<file path="src/rtl/ppi_pkg.sv">
// Shared definitions for the mode-0/mode-1 parallel port block: control-word
// field positions, port-C handshake bit positions, register addresses and
// the per-group mode decode.
package ppi_pkg;

    // Control word fields (valid when CW_FLAG is set)
    localparam int CW_FLAG    = 7;
    localparam int CW_AMODE_H = 6;
    localparam int CW_AMODE_L = 5;
    localparam int CW_A_DIR   = 4;
    localparam int CW_PCH_DIR = 3;
    localparam int CW_BMODE   = 2;
    localparam int CW_B_DIR   = 1;
    localparam int CW_PCL_DIR = 0;

    // Port C handshake positions; INTE shadows the STB#/ACK# pin position
    localparam int PC_INTR_A  = 3;
    localparam int PC_STB_A   = 4;   // also INTE_A for input mode
    localparam int PC_IBF_A   = 5;
    localparam int PC_ACK_A   = 6;   // also INTE_A for output mode
    localparam int PC_OBF_A   = 7;
    localparam int PC_INTR_B  = 0;
    localparam int PC_IBF_B   = 1;   // OBF_B# when B is an output
    localparam int PC_STB_B   = 2;   // STB_B#/ACK_B#, also INTE_B

    // Register select
    localparam logic [1:0] ADDR_A    = 2'd0;
    localparam logic [1:0] ADDR_B    = 2'd1;
    localparam logic [1:0] ADDR_C    = 2'd2;
    localparam logic [1:0] ADDR_CTRL = 2'd3;

    typedef enum logic {
        MODE_0 = 1'b0,
        MODE_1 = 1'b1
    } ppi_mode_e;

    // Group A: 01 is mode 1; 1x falls back to mode 0
    function automatic ppi_mode_e grp_a_mode(input logic [7:0] cw);
        return (cw[CW_AMODE_H:CW_AMODE_L] == 2'b01) ? MODE_1 : MODE_0;
    endfunction

    function automatic ppi_mode_e grp_b_mode(input logic [7:0] cw);
        return cw[CW_BMODE] ? MODE_1 : MODE_0;
    endfunction

endpackage

</file>
<file path="src/rtl/ppi_hs_chan.sv">
// One strobed handshake channel: synchroniser and edge detector on the
// STB#/ACK# pin, the port data latch, and IBF / OBF# / INTR / INTE state.
// In mode 0 the latch behaves as a plain output latch and the handshake
// pin is ignored.
module ppi_hs_chan #(
    parameter int SYNC_STAGES = 2   // 1..3
) (
    input  logic       clk_sys,
    input  logic       reset,
    input  logic       mode1,
    input  logic       dir_in,
    input  logic       hs_pin,
    input  logic [7:0] pins,
    input  logic       clear,
    input  logic       port_wr,
    input  logic [7:0] wdata,
    input  logic       rd_fall,
    input  logic       rd_rise,
    input  logic       inte_wr,
    input  logic       inte_val,
    output logic [7:0] latch,
    output logic       ibf,
    output logic       obf_n,
    output logic       intr,
    output logic       inte
);

    logic [SYNC_STAGES-1:0] sync_q;
    logic                   hs_prev;
    logic                   hs_s;
    logic                   hs_fall;
    logic                   hs_rise;

    assign hs_s    = sync_q[SYNC_STAGES-1];
    assign hs_fall = mode1 &  hs_prev & ~hs_s;
    assign hs_rise = mode1 & ~hs_prev &  hs_s;

    // Pin synchroniser plus edge-detect flop, idle high
    always_ff @(posedge clk_sys or posedge reset) begin
        if (reset) begin
            sync_q  <= '1;
            hs_prev <= 1'b1;
        end else begin
            sync_q[0] <= hs_pin;
            for (int i = 1; i < SYNC_STAGES; i++) sync_q[i] <= sync_q[i-1];
            hs_prev <= hs_s;
        end
    end

    // Handshake state; later assignments win, so strobe/ack sets are placed
    // after the bus-side clears and a port write after the ACK# fall.
    always_ff @(posedge clk_sys or posedge reset) begin
        if (reset) begin
            latch <= 8'h00;
            ibf   <= 1'b0;
            obf_n <= 1'b1;
            intr  <= 1'b0;
            inte  <= 1'b0;
        end else if (clear) begin
            latch <= 8'h00;
            ibf   <= 1'b0;
            obf_n <= 1'b1;
            intr  <= 1'b0;
            inte  <= 1'b0;
        end else begin
            if (inte_wr) inte <= inte_val;
            if (mode1 && dir_in) begin
                if (rd_fall) intr <= 1'b0;
                if (rd_rise) ibf  <= 1'b0;
                if (hs_fall) begin
                    latch <= pins;      // overwrites an unread byte
                    ibf   <= 1'b1;
                end
                if (hs_rise && inte) intr <= 1'b1;
            end else begin
                if (port_wr) latch <= wdata;
                if (mode1) begin
                    if (hs_fall) obf_n <= 1'b1;
                    if (port_wr) begin
                        obf_n <= 1'b0;
                        intr  <= 1'b0;
                    end
                    if (hs_rise && inte) intr <= 1'b1;
                end
            end
        end
    end

endmodule

</file>
<file path="src/rtl/ppi_mode1.sv">
// Three-port parallel interface with mode-0 I/O and mode-1 strobed
// handshake on ports A and B. Bus strobes are edge-detected against one
// sampled copy, so addr/idata must be stable while a strobe is low.
module ppi_mode1
    import ppi_pkg::*;
#(
    parameter int         SYNC_STAGES = 2,      // 1..3
    parameter logic [7:0] RESET_CTRL  = 8'h9B
) (
    input  logic       clk_sys,
    input  logic       reset,
    input  logic [1:0] addr,
    input  logic       we_n,
    input  logic       rd_n,
    input  logic [7:0] idata,
    output logic [7:0] odata,
    input  logic [7:0] ipa,
    input  logic [7:0] ipb,
    input  logic [7:0] ipc,
    output logic [7:0] opa,
    output logic [7:0] opb,
    output logic [7:0] opc
);

    logic [7:0] ctrl;
    logic [7:0] lc;
    logic       we_prev, rd_prev;
    logic       we_fall, rd_fall, rd_rise;
    logic       a_m1, b_m1, a_in, b_in, pch_in, pcl_in;
    logic       ctrl_wr, bsr_wr;
    logic [2:0] bsr_bit;
    logic       inte_a_wr, inte_b_wr;
    logic [7:0] hs_mask;
    logic [7:0] pc_rd;
    logic [7:0] la, lb;
    logic       ibf_a, obf_a_n, intr_a, inte_a;
    logic       ibf_b, obf_b_n, intr_b, inte_b;

    assign a_m1   = (grp_a_mode(ctrl) == MODE_1);
    assign b_m1   = (grp_b_mode(ctrl) == MODE_1);
    assign a_in   = ctrl[CW_A_DIR];
    assign b_in   = ctrl[CW_B_DIR];
    assign pch_in = ctrl[CW_PCH_DIR];
    assign pcl_in = ctrl[CW_PCL_DIR];

    assign we_fall = we_prev & ~we_n;
    assign rd_fall = rd_prev & ~rd_n;
    assign rd_rise = ~rd_prev & rd_n;

    assign ctrl_wr   = we_fall && (addr == ADDR_CTRL) &&  idata[CW_FLAG];
    assign bsr_wr    = we_fall && (addr == ADDR_CTRL) && !idata[CW_FLAG];
    assign bsr_bit   = idata[3:1];
    assign inte_a_wr = bsr_wr && a_m1 &&
                       (bsr_bit == 3'(a_in ? PC_STB_A : PC_ACK_A));
    assign inte_b_wr = bsr_wr && b_m1 && (bsr_bit == 3'(PC_STB_B));

    // Port C bits owned by a mode-1 handshake; BSR cannot reach the latch there
    always_comb begin
        hs_mask = 8'h00;
        if (a_m1) begin
            hs_mask[PC_INTR_A] = 1'b1;
            if (a_in) begin
                hs_mask[PC_STB_A] = 1'b1;
                hs_mask[PC_IBF_A] = 1'b1;
            end else begin
                hs_mask[PC_ACK_A] = 1'b1;
                hs_mask[PC_OBF_A] = 1'b1;
            end
        end
        if (b_m1) begin
            hs_mask[PC_INTR_B] = 1'b1;
            hs_mask[PC_IBF_B]  = 1'b1;
            hs_mask[PC_STB_B]  = 1'b1;
        end
    end

    // Bus strobe samples, idle high
    always_ff @(posedge clk_sys or posedge reset) begin
        if (reset) begin
            we_prev <= 1'b1;
            rd_prev <= 1'b1;
        end else begin
            we_prev <= we_n;
            rd_prev <= rd_n;
        end
    end

    // Control word and port C latch
    always_ff @(posedge clk_sys or posedge reset) begin
        if (reset) begin
            ctrl <= RESET_CTRL;
            lc   <= 8'h00;
        end else if (ctrl_wr) begin
            ctrl <= idata;
            lc   <= 8'h00;
        end else if (bsr_wr) begin
            if (!hs_mask[bsr_bit]) lc[bsr_bit] <= idata[0];
        end else if (we_fall && addr == ADDR_C) begin
            lc <= idata;
        end
    end

    ppi_hs_chan #(.SYNC_STAGES(SYNC_STAGES)) u_chan_a (
        .clk_sys  (clk_sys),
        .reset    (reset),
        .mode1    (a_m1),
        .dir_in   (a_in),
        .hs_pin   (a_in ? ipc[PC_STB_A] : ipc[PC_ACK_A]),
        .pins     (ipa),
        .clear    (ctrl_wr),
        .port_wr  (we_fall && addr == ADDR_A),
        .wdata    (idata),
        .rd_fall  (rd_fall && addr == ADDR_A),
        .rd_rise  (rd_rise && addr == ADDR_A),
        .inte_wr  (inte_a_wr),
        .inte_val (idata[0]),
        .latch    (la),
        .ibf      (ibf_a),
        .obf_n    (obf_a_n),
        .intr     (intr_a),
        .inte     (inte_a)
    );

    ppi_hs_chan #(.SYNC_STAGES(SYNC_STAGES)) u_chan_b (
        .clk_sys  (clk_sys),
        .reset    (reset),
        .mode1    (b_m1),
        .dir_in   (b_in),
        .hs_pin   (ipc[PC_STB_B]),
        .pins     (ipb),
        .clear    (ctrl_wr),
        .port_wr  (we_fall && addr == ADDR_B),
        .wdata    (idata),
        .rd_fall  (rd_fall && addr == ADDR_B),
        .rd_rise  (rd_rise && addr == ADDR_B),
        .inte_wr  (inte_b_wr),
        .inte_val (idata[0]),
        .latch    (lb),
        .ibf      (ibf_b),
        .obf_n    (obf_b_n),
        .intr     (intr_b),
        .inte     (inte_b)
    );

    // Port C pin drive: mode-0 latch/input rules, then handshake overrides
    always_comb begin
        opc = {pch_in ? 4'hF : lc[7:4], pcl_in ? 4'hF : lc[3:0]};
        if (a_m1) begin
            opc[PC_INTR_A] = intr_a;
            if (a_in) begin
                opc[PC_STB_A] = 1'b1;
                opc[PC_IBF_A] = ibf_a;
            end else begin
                opc[PC_ACK_A] = 1'b1;
                opc[PC_OBF_A] = obf_a_n;
            end
        end
        if (b_m1) begin
            opc[PC_STB_B]  = 1'b1;
            opc[PC_IBF_B]  = b_in ? ibf_b : obf_b_n;
            opc[PC_INTR_B] = intr_b;
        end
    end

    // Port C read view: status replaces the handshake positions
    always_comb begin
        pc_rd = {pch_in ? ipc[7:4] : lc[7:4], pcl_in ? ipc[3:0] : lc[3:0]};
        if (a_m1) begin
            pc_rd[PC_INTR_A] = intr_a;
            if (a_in) begin
                pc_rd[PC_STB_A] = inte_a;
                pc_rd[PC_IBF_A] = ibf_a;
            end else begin
                pc_rd[PC_ACK_A] = inte_a;
                pc_rd[PC_OBF_A] = obf_a_n;
            end
        end
        if (b_m1) begin
            pc_rd[PC_STB_B]  = inte_b;
            pc_rd[PC_IBF_B]  = b_in ? ibf_b : obf_b_n;
            pc_rd[PC_INTR_B] = intr_b;
        end
    end

    // Zero-latency read mux; mode-1 input ports return the strobed latch
    always_comb begin
        odata = 8'h00;
        case (addr)
            ADDR_A:  odata = (a_in && !a_m1) ? ipa : la;
            ADDR_B:  odata = (b_in && !b_m1) ? ipb : lb;
            ADDR_C:  odata = pc_rd;
            default: odata = 8'h00;
        endcase
    end

    assign opa = a_in ? 8'hFF : la;
    assign opb = b_in ? 8'hFF : lb;

endmodule

</file>
<file path="config.mk">
export PLATFORM = sky130hd
export DESIGN_NAME = ppi_mode1
export DESIGN_NICKNAME = d
export VERILOG_FILES = /design/src/rtl/ppi_pkg.sv /design/src/rtl/ppi_hs_chan.sv /design/src/rtl/ppi_mode1.sv
export SDC_FILE = /design/constraint.sdc
export NUM_CORES = 1
export LEC_CHECK = 0
export BUFFER_PORTS_ARGS = -buffer_cell sky130_fd_sc_hd__buf_4
export CELL_PAD_IN_SITES_DETAIL_PLACEMENT = 1
export CELL_PAD_IN_SITES_GLOBAL_PLACEMENT = 1
export CORE_ASPECT_RATIO = 0.75
export CORE_MARGIN = 1
export CORE_UTILIZATION = 44
export CTS_BUF_LIST = sky130_fd_sc_hd__clkbuf_16
export DETAILED_ROUTE_END_ITERATION = 10
export HOLD_SLACK_MARGIN = 0.08
export PLACE_DENSITY_LB_ADDON = 0.1
export SYNTH_ARGS = -nofsm -noshare
export SYNTH_HDL_FRONTEND = slang
export SYNTH_HIERARCHICAL = 1
export SYNTH_SLANG_ARGS = --single-unit
</file>
<file path="constraint.sdc">
create_clock -name clk_sys -period 4.95 [get_ports clk_sys]
set_input_delay 1.485 -clock clk_sys [delete_from_list [all_inputs] [get_ports clk_sys]]
set_output_delay 1.485 -clock clk_sys [all_outputs]
set_load 0.02 [all_outputs]
</file>
== Word level (Yosys, flattened, before mapping) ==
Cells that the tools add are included.
Operators by class
  reduce and logical (&&, ||, !) cells: 51
  bitwise operators: 18
  $lt $le $gt $ge: 2
  mux-type cells: 79
  equal/unequal tests: 13
Operators by type and width (number)
  8-bit two-way mux: 16
  1-bit two-way mux: 42
  3-bit nonzero test: 9
  8-bit one-hot mux with 3 select lines: 1
  1-bit logical AND: 21
  4-bit two-way mux: 4
  5-bit two-way mux: 3
  2-bit two-way mux: 7
  3-bit AND reduction: 4
  2-bit nonzero test: 6
  1-bit AND: 11
  2-bit AND reduction: 5
  3-bit two-way mux: 3
  8-bit bitwise mux: 1
  4-bit by 3-bit != test with 1-bit output (second input constant): 2
  4-bit nonzero test: 2
  1-bit inverter: 7
  3-bit by 2-bit != test with 1-bit output (second input constant): 2
  2-bit by 1-bit == test with 1-bit output (second input constant): 2
  2-bit == test (second input constant): 2
  3-bit by 4-bit less-than comparator with 1-bit output (second input constant): 1
  2-bit != test (second input constant): 2
  1-bit binary-select mux with 3-bit select: 1
  1-bit demux with 3-bit select: 1
  other kinds (6): 8
Word-level totals
  output and inout bits: 32
  input bits: 38
  flip-flop bits (word level): 47
  word-level logic and storage cells: 181

== Logic depth before layout (Yosys ltp) ==
Gate-level depths: netlist of the first run.
  depth in word-level cells: 9
  depth in mapped cells: 8
  mapped depth without buffers: 6

== By module ==
The synthesis of the first run kept the hierarchy.
By module, submodules not included
  ppi_mode1: cells an instance 234, area each 1773.0 µm², seq. area each 432.9 µm², instances 1
  ppi_hs_chan: cells an instance 61, area each 720.7 µm², seq. area each 380.4 µm², instances 2

== Least setup slack after synthesis of the first run ==
Ideal clock, no wire load.
  path type: in2out
  start: input addr[0]
  end: output odata[3]
  slack: 0.977 ns
  path buffers: 1
  arrival time: 2.488 ns
  stages: 3
  data required time: 3.465 ns
  path through: buf_2 nand2b_1 o32ai_1
Between the ends
  longest elaborated chain between the ends: 2
  elaborated cells on any way between the ends: 4
  those cells by class: 2 x eq/ne; 1 x mux; 1 x reduce/logical
RTL lines
  from (decl): RTL line ppi_mode1.sv:12  | input logic [1:0] addr,
  2-bit == test, or another cell as far along: RTL line ppi_mode1.sv:188  | case (addr)
  8-bit one-hot mux with 3 select lines *: RTL line ppi_mode1.sv:188
  to (decl): RTL line ppi_mode1.sv:16  | output logic [7:0] odata,
Mark *: on every way between the ends. The rest lies on a longest branch, timed or not.

== Worst setup path after layout of the first run ==
Same ends and word-level chain as after synthesis.

==> results of run 1 <==
-- through the flow --
| step | cells | total power (W) | util [%] |
|---|---|---|---|
| final | 507 | 0.00161 | 55.5 |
| after global routing | 507 | 0.00171 | 55.5 |
| after CTS | 507 | 0.00162 | 55.5 |
| after detailed placement | 499 | 0.00128 | 53.4 |
| after global placement | 499 | 0.00125 | 53.4 |
| after floorplan | 356 | 0.00105 | - |
-- worst reg2reg max path, cell delays in order (launching register included) --
cell	delay, ns
dfstp_2	0.54
and3b_1	0.38
nand3_2	0.31
inv_1	0.71
a21oi_1	0.11
o221a_2	0.17
-- cells by family after synthesis --
kind of cell | after synthesis
compound gates | 100
flops | 47
simple gates | 134
buf+inv | 48
mux | 26
xor+xnor | 1
-- layout by cell type (no fill, tap or decap), types with 8 or more instances in the layout --
cell type	synthesis	final
a21oi_1	35	35
buf_4	1	70
dfrtp_1	33	33
dfstp_2	14	14
inv_1	22	23
mux2_2	15	15
mux2i_1	11	11
nand2_1	32	32
nand2b_1	12	12
nand3_1	8	8
nor2_1	21	21
nor3_1	15	15
o21ai_0	17	17
o221a_2	16	16
or2_2	16	16
-- power groups by stage --
stage / clock, W / sequential, W / combinational, W
after global routing: 0.000358 / 0.000626 / 0.000722
after global placement: 0 / 0.000604 / 0.000648
final: 0.000337 / 0.000609 / 0.000668
after CTS: 0.000338 / 0.000608 / 0.000670
after detailed placement: 0 / 0.000614 / 0.000665
after floorplan: 0 / 0.000547 / 0.000498
-- final timing paths --
path                               startpoint            endpoint  depth (start not counted)
setup / recovery                      addr[0]            odata[3]                          4
min in group asynchronous               reset   u_chan_b/latch[5]                          2
setup reg to reg                      we_prev   u_chan_a/latch[3]                          5
max in group asynchronous               reset               lc[0]                          2
hold / removal             u_chan_a/sync_q[0]  u_chan_a/sync_q[1]                          0
hold reg to reg            u_chan_a/sync_q[0]  u_chan_a/sync_q[1]                          0
-- final cells by class --
type                       instances  share of cell area, %
clock inverter                     3                  0.423
clock buffer                       5                   3.26
tap                               98                   3.19
timing repair buffer              70                   13.7
multi-input combinational        261                   45.8
inverter                          23                   2.57
sequential                        47                   31.1
-- per-layer routing --
metal / global-route usage, % / wire (um) / vias to the layer above
li1: - / - / 1379
met1: 40.7 / 4740 / 1459
met2: 45.8 / 4850 / 125
met3: 4.31 / 703 / 16
met4: 8.26 / 187 / 0
met5: 0 / 0 / -
-- sequential cells by signal, indices dropped and copies added (netlist names), 2 cells and up --
register         count
ctrl                 7
lc                   8
u_chan_a/latch       8
u_chan_a/sync_q      2
u_chan_b/latch       8
u_chan_b/sync_q      2
==> impl_metrics.json, run 1 <==
{
  "yosys_warnings": 6,
  "antenna_found_initial": 0,
  "yosysUniqueCellTypes": 50,
  "synthXorXnorAreaFrac_pct": 0.272,
  "tritoncts": "built",
  "postPlaceCellArea_mm2": 0.00370,
  "fin_ws_ns": 0.746,
  "synth_edf_count": 0,
  "critPathRequiredTime_ns": 3.46,
  "hold_path_class": "reg -> reg",
  "wirelength_um": 10500,
  "end_kind": "output pin",
  "post_drt_wl_per_cell_um": 20.7,
  "n_antenna_cell": 0,
  "placementRows": 26,
  "clk_pin_slew_ns": 0.06,
  "crit_top_cell": "buf_4",
  "portBuffers": 69,
  "postSynthCellCount": 356,
  "drc_errors": 0,
  "clockBufferDepth": 2,
  "die_w_um": 101,
  "hold_violations": 0,
  "drt_pass1_iterations": 4,
  "ctsResizeCount": 0,
  "layout.nets": 446,
  "cts_root_buf": "clkbuf_16",
  "synth-simple-area-share_pct": 23.7,
  "yosysSeqAreaShare_pct": 37.1,
  "synthTopCellsByArea": "dfrtp_1, dfstp_2, o221a_2",
  "ys_ff_latch": 47,
  "cp-start-kind": "input pin",
  "syn_area_mm2": 0.00321,
  "core-area_mm2": 0.00693,
  "power_density_mw_per_mm2": 420,
  "slowest_delay_ns": 0.51,
  "critPathSlowestCell": "o32ai_1",
  "pwr-share-comb_pct": 41.4,
  "ir_drop_v": 0.000191,
  "synth.top_cells.by_count": "a21oi_1, dfrtp_1, nand2_1",
  "synth_most_common_cell": "a21oi_1",
  "path_delay_family": "compound AO/OA/AOI/OAI gates",
  "cts.hold.buffers_added": 0,
  "setup_viol": 0,
  "grt_setup_unrepaired": "false",
  "maxSlewViolCount": 0,
  "synth-compound-area-share_pct": 22.1,
  "regArea_mm2": 0.00119,
  "status": "finished, final reports clean",
  "crit_buf_inv": 2,
  "multi_input_area_mm2": 0.00176,
  "cts-buffers-inserted": 5,
  "synth_largest_area_cell": "dfrtp_1",
  "clk_latency_ns": 0.29,
  "skew_ns": 0.00665,
  "fin_crit_sh_pct": 84.9,
  "grt_pass1_wl_um": 16800,
  "leakage_nw": 1.71,
  "final_area_mm2": 0.00384,
  "ios": 70,
  "drv_cap": 0,
  "cp_cell_sequence": "buf_4 > nand2b_1 > o32ai_1 > buf_4",
  "grt_max_degree": 30,
  "htree_levels": 2,
  "ant_nets": 0,
  "power.internal_w": 0.000996,
  "synth_top_area_share_pct": 25.7,
  "via_per_inst": 5.88,
  "post-cts-setup-buffer-count": 0,
  "synth_ff_type": "dfrtp_1",
  "drtIter0Drc": 180,
  "crit_type": "in -> out",
  "die-area_mm2": 0.00765,
  "cts_sinks": 47,
  "worstMarginPinSlew_ns": 0.825,
  "overflow": 0,
  "hold_ws_ns": 0.357,
  "fmax_ghz": 0.238,
  "synth_fa_ha_area_share_pct": 0,
  "post_synth.cell_area_avg_um2": 9.03,
  "cp_data_arrival_time_ns": 2.72,
  "critPathMaxFanout": 29,
  "pwr-share-clk_pct": 20.9,
  "drive_above_1_share_pct": 37.4,
  "rrSetupSlack_ns": 2.62,
  "pre_cts_slack_ns": 0.805,
  "period_minus_slack_ns": 4.20,
  "vias": 2979,
  "synthMuxAreaShare_pct": 8.68,
  "initial_core_util_pct": 46.4,
  "synth_fp_nets": 394,
  "power.share.sequential_pct": 37.7,
  "place.gp.congestion": 0.877,
  "p_sw_w": 0.000617,
  "synth_top_family_by_area": "simple AND/OR/NAND/NOR gates",
  "synthArstFlopShare_pct": 100,
  "fillers": 824,
  "grtUsageTotal_pct": 28.8,
  "synthToLayoutAreaGrowth_pct": 19.6,
  "dp_hpwl_um": 7570,
  "tns_ns": 0,
  "switching_share_pct": 38.3,
  "grt_pass1_vias": 3122,
  "die_y_um": 76.0,
  "max_slew_margin_pct": 44.9
}
Note: power is estimated with default switching activity, not from simulation.
==> inputs of run 2 (changes only) <==
- CORE_UTILIZATION: 44 -> 41
- clock period: 4.95 -> 4.2 ns (I/O delays scaled with it)
==> run 2 against run 1 <==
Sequential power increased by 13%; clock-buffer cell count unchanged; global-route usage decreased by 3.0 points; clock skew decreased by 0.0013 ns; hold slack got worse by 0.0022 ns; wire length decreased by 2.9%; critical path depth unchanged; sequential share of layout area decreased by 0.14 points; die area increased by 7.1%; critical path type unchanged; critical endpoint unchanged; highest routed layer unchanged.
==> impl_metrics.json, run 2 (same netlist as run 1, synthesis figures left out) <==
{
  "status": "finished, final reports clean",
  "cts-buffers-inserted": 5,
  "min_to": "u_chan_a/sync_q[1]",
  "final_cell_mix": "buf_4, a21oi_1, dfrtp_1",
  "drive_above_1_share_pct": 37.7,
  "ios": 70,
  "fin_crit_sh_pct": 87.9,
  "rrSetupSlack_ns": 1.87,
  "maxSlewViolCount": 0,
  "via_per_inst": 5.73,
  "period_minus_slack_ns": 3.69,
  "core-area_mm2": 0.00747,
  "hp-start": "u_chan_a/sync_q[0]",
  "hold_path_class": "reg -> reg",
  "post_drt_wl_per_cell_um": 19.9,
  "crit_buf_inv": 2,
  "p_sw_w": 0.000708,
  "timing.rr.start": "we_prev",
  "slowest_delay_ns": 0.45,
  "die-area_mm2": 0.00820,
  "post-cts-setup-buffer-count": 0,
  "end_kind": "output pin",
  "pre_cts_slack_ns": 0.525,
  "drt_pass1_iterations": 4,
  "place_inst": 504,
  "vias": 2933,
  "final_common_cell": "buf_4",
  "tritoncts": "built",
  "antenna_found_initial": 0,
  "dp_hpwl_um": 7480,
  "setup_viol": 0,
  "setup.worst_path.start": "addr[0]",
  "power_density_mw_per_mm2": 488,
  "synthToLayoutAreaGrowth_pct": 20.1,
  "cp_data_arrival_time_ns": 2.43,
  "leakage_nw": 1.71,
  "critPathRequiredTime_ns": 2.94,
  "die_w_um": 104,
  "r2r.worst_path.cells": 5,
  "skew_ns": 0.00532,
  "cts.hold.buffers_added": 0,
  "hold_violations": 0,
  "max_slew_margin_pct": 44.9,
  "crit_top_cell": "buf_4",
  "cp-start-kind": "input pin",
  "grtUsageTotal_pct": 25.8,
  "wirelength_um": 10200,
  "grt_pass1_vias": 2952,
  "critPathMaxFanout": 29,
  "clockBufferDepth": 2,
  "grt_pass1_wl_um": 16200,
  "grt_setup_unrepaired": "false",
  "placementRows": 27,
  "cts_root_buf": "clkbuf_16",
  "drc_errors": 0,
  "critPathSlowestCell": "o32ai_1",
  "hold_ws_ns": 0.355,
  "cp_cell_sequence": "buf_4 > nand2b_1 > o32ai_1 > buf_4",
  "cts_sinks": 47,
  "pwr-share-comb_pct": 43.3,
  "die_y_um": 78.7,
  "fin_ws_ns": 0.509,
  "hold_depth": 0,
  "overflow": 0,
  "portBuffers": 69,
  "switching_share_pct": 37.6,
  "drtIter0Drc": 119,
  "ctsResizeCount": 0,
  "pwr-share-clk_pct": 20.4,
  "clk_pin_slew_ns": 0.06,
  "ant_nets": 0,
  "r2r-end": "u_chan_a/latch[2]",
  "power.internal_w": 0.00118,
  "htree_levels": 2,
  "worstMarginPinSlew_ns": 0.826,
  "grt_max_degree": 30,
  "place.gp.congestion": 0.854,
  "n_antenna_cell": 0,
  "fmax_ghz": 0.271,
  "ir_drop_v": 0.000236,
  "tns_ns": 0,
  "drv_cap": 0,
  "top_regs": "lc: 8 flops, u_chan_a/latch: 8 flops, u_chan_b/latch: 8 flops",
  "power.share.sequential_pct": 36.4,
  "layout.nets": 448,
  "path_delay_family": "compound AO/OA/AOI/OAI gates",
  "initial_core_util_pct": 43.1,
  "stdcell_count": 512,
  "crit_type": "in -> out",
  "clk_latency_ns": 0.29
}
[run 2: worst max path at each step]
stage | to | slack (ns) | depth (start not counted)
2_1_floorplan | odata[3] | 0.68 | 3
5_1_grt | odata[3] | 0.45 | 4
3_3_place_gp | odata[3] | 0.54 | 4
3_5_place_dp | odata[3] | 0.53 | 4
4_1_cts | odata[3] | 0.52 | 4
6_report | odata[3] | 0.51 | 4
[run 2: area by class of cell]
class,instances,area (um2)
Clock buffer,5,125
Clock inverter,3,15.0
Fill cell,912,3600
Inverter,23,98.8
Multi-Input combinational cell,261,1760
Sequential cell,47,1190
Tap cell,101,126
Timing Repair Buffer,72,541
[run 2: stage by stage]
stage / util (%) / total power, W / cell area [um2]
after floorplan: - / 0.00123 / 3210
after global placement: 49.8 / 0.00149 / 3720
after detailed placement: 49.8 / 0.00151 / 3720
after CTS: 51.7 / 0.00190 / 3860
after global routing: 51.7 / 0.00200 / 3860
final: 51.7 / 0.00188 / 3860
[run 2: power by group through the flow]
stage               clock, W  combinational [W]  sequential (W)
floorplan                  0           0.000587        0.000645
global placement           0           0.000802        0.000683
detailed placement         0           0.000815        0.000691
CTS                 0.000395           0.000820        0.000684
global route        0.000411           0.000885        0.000700
finish              0.000384           0.000816        0.000686
[run 2: per-layer routing]
layer	vias up	global-route usage, %	share of wire (%)
li1	1393	-	-
met1	1440	37.3	49
met2	88	40.6	45
met3	12	3.49	4.6
met4	0	6.29	1.3
met5	-	0	0
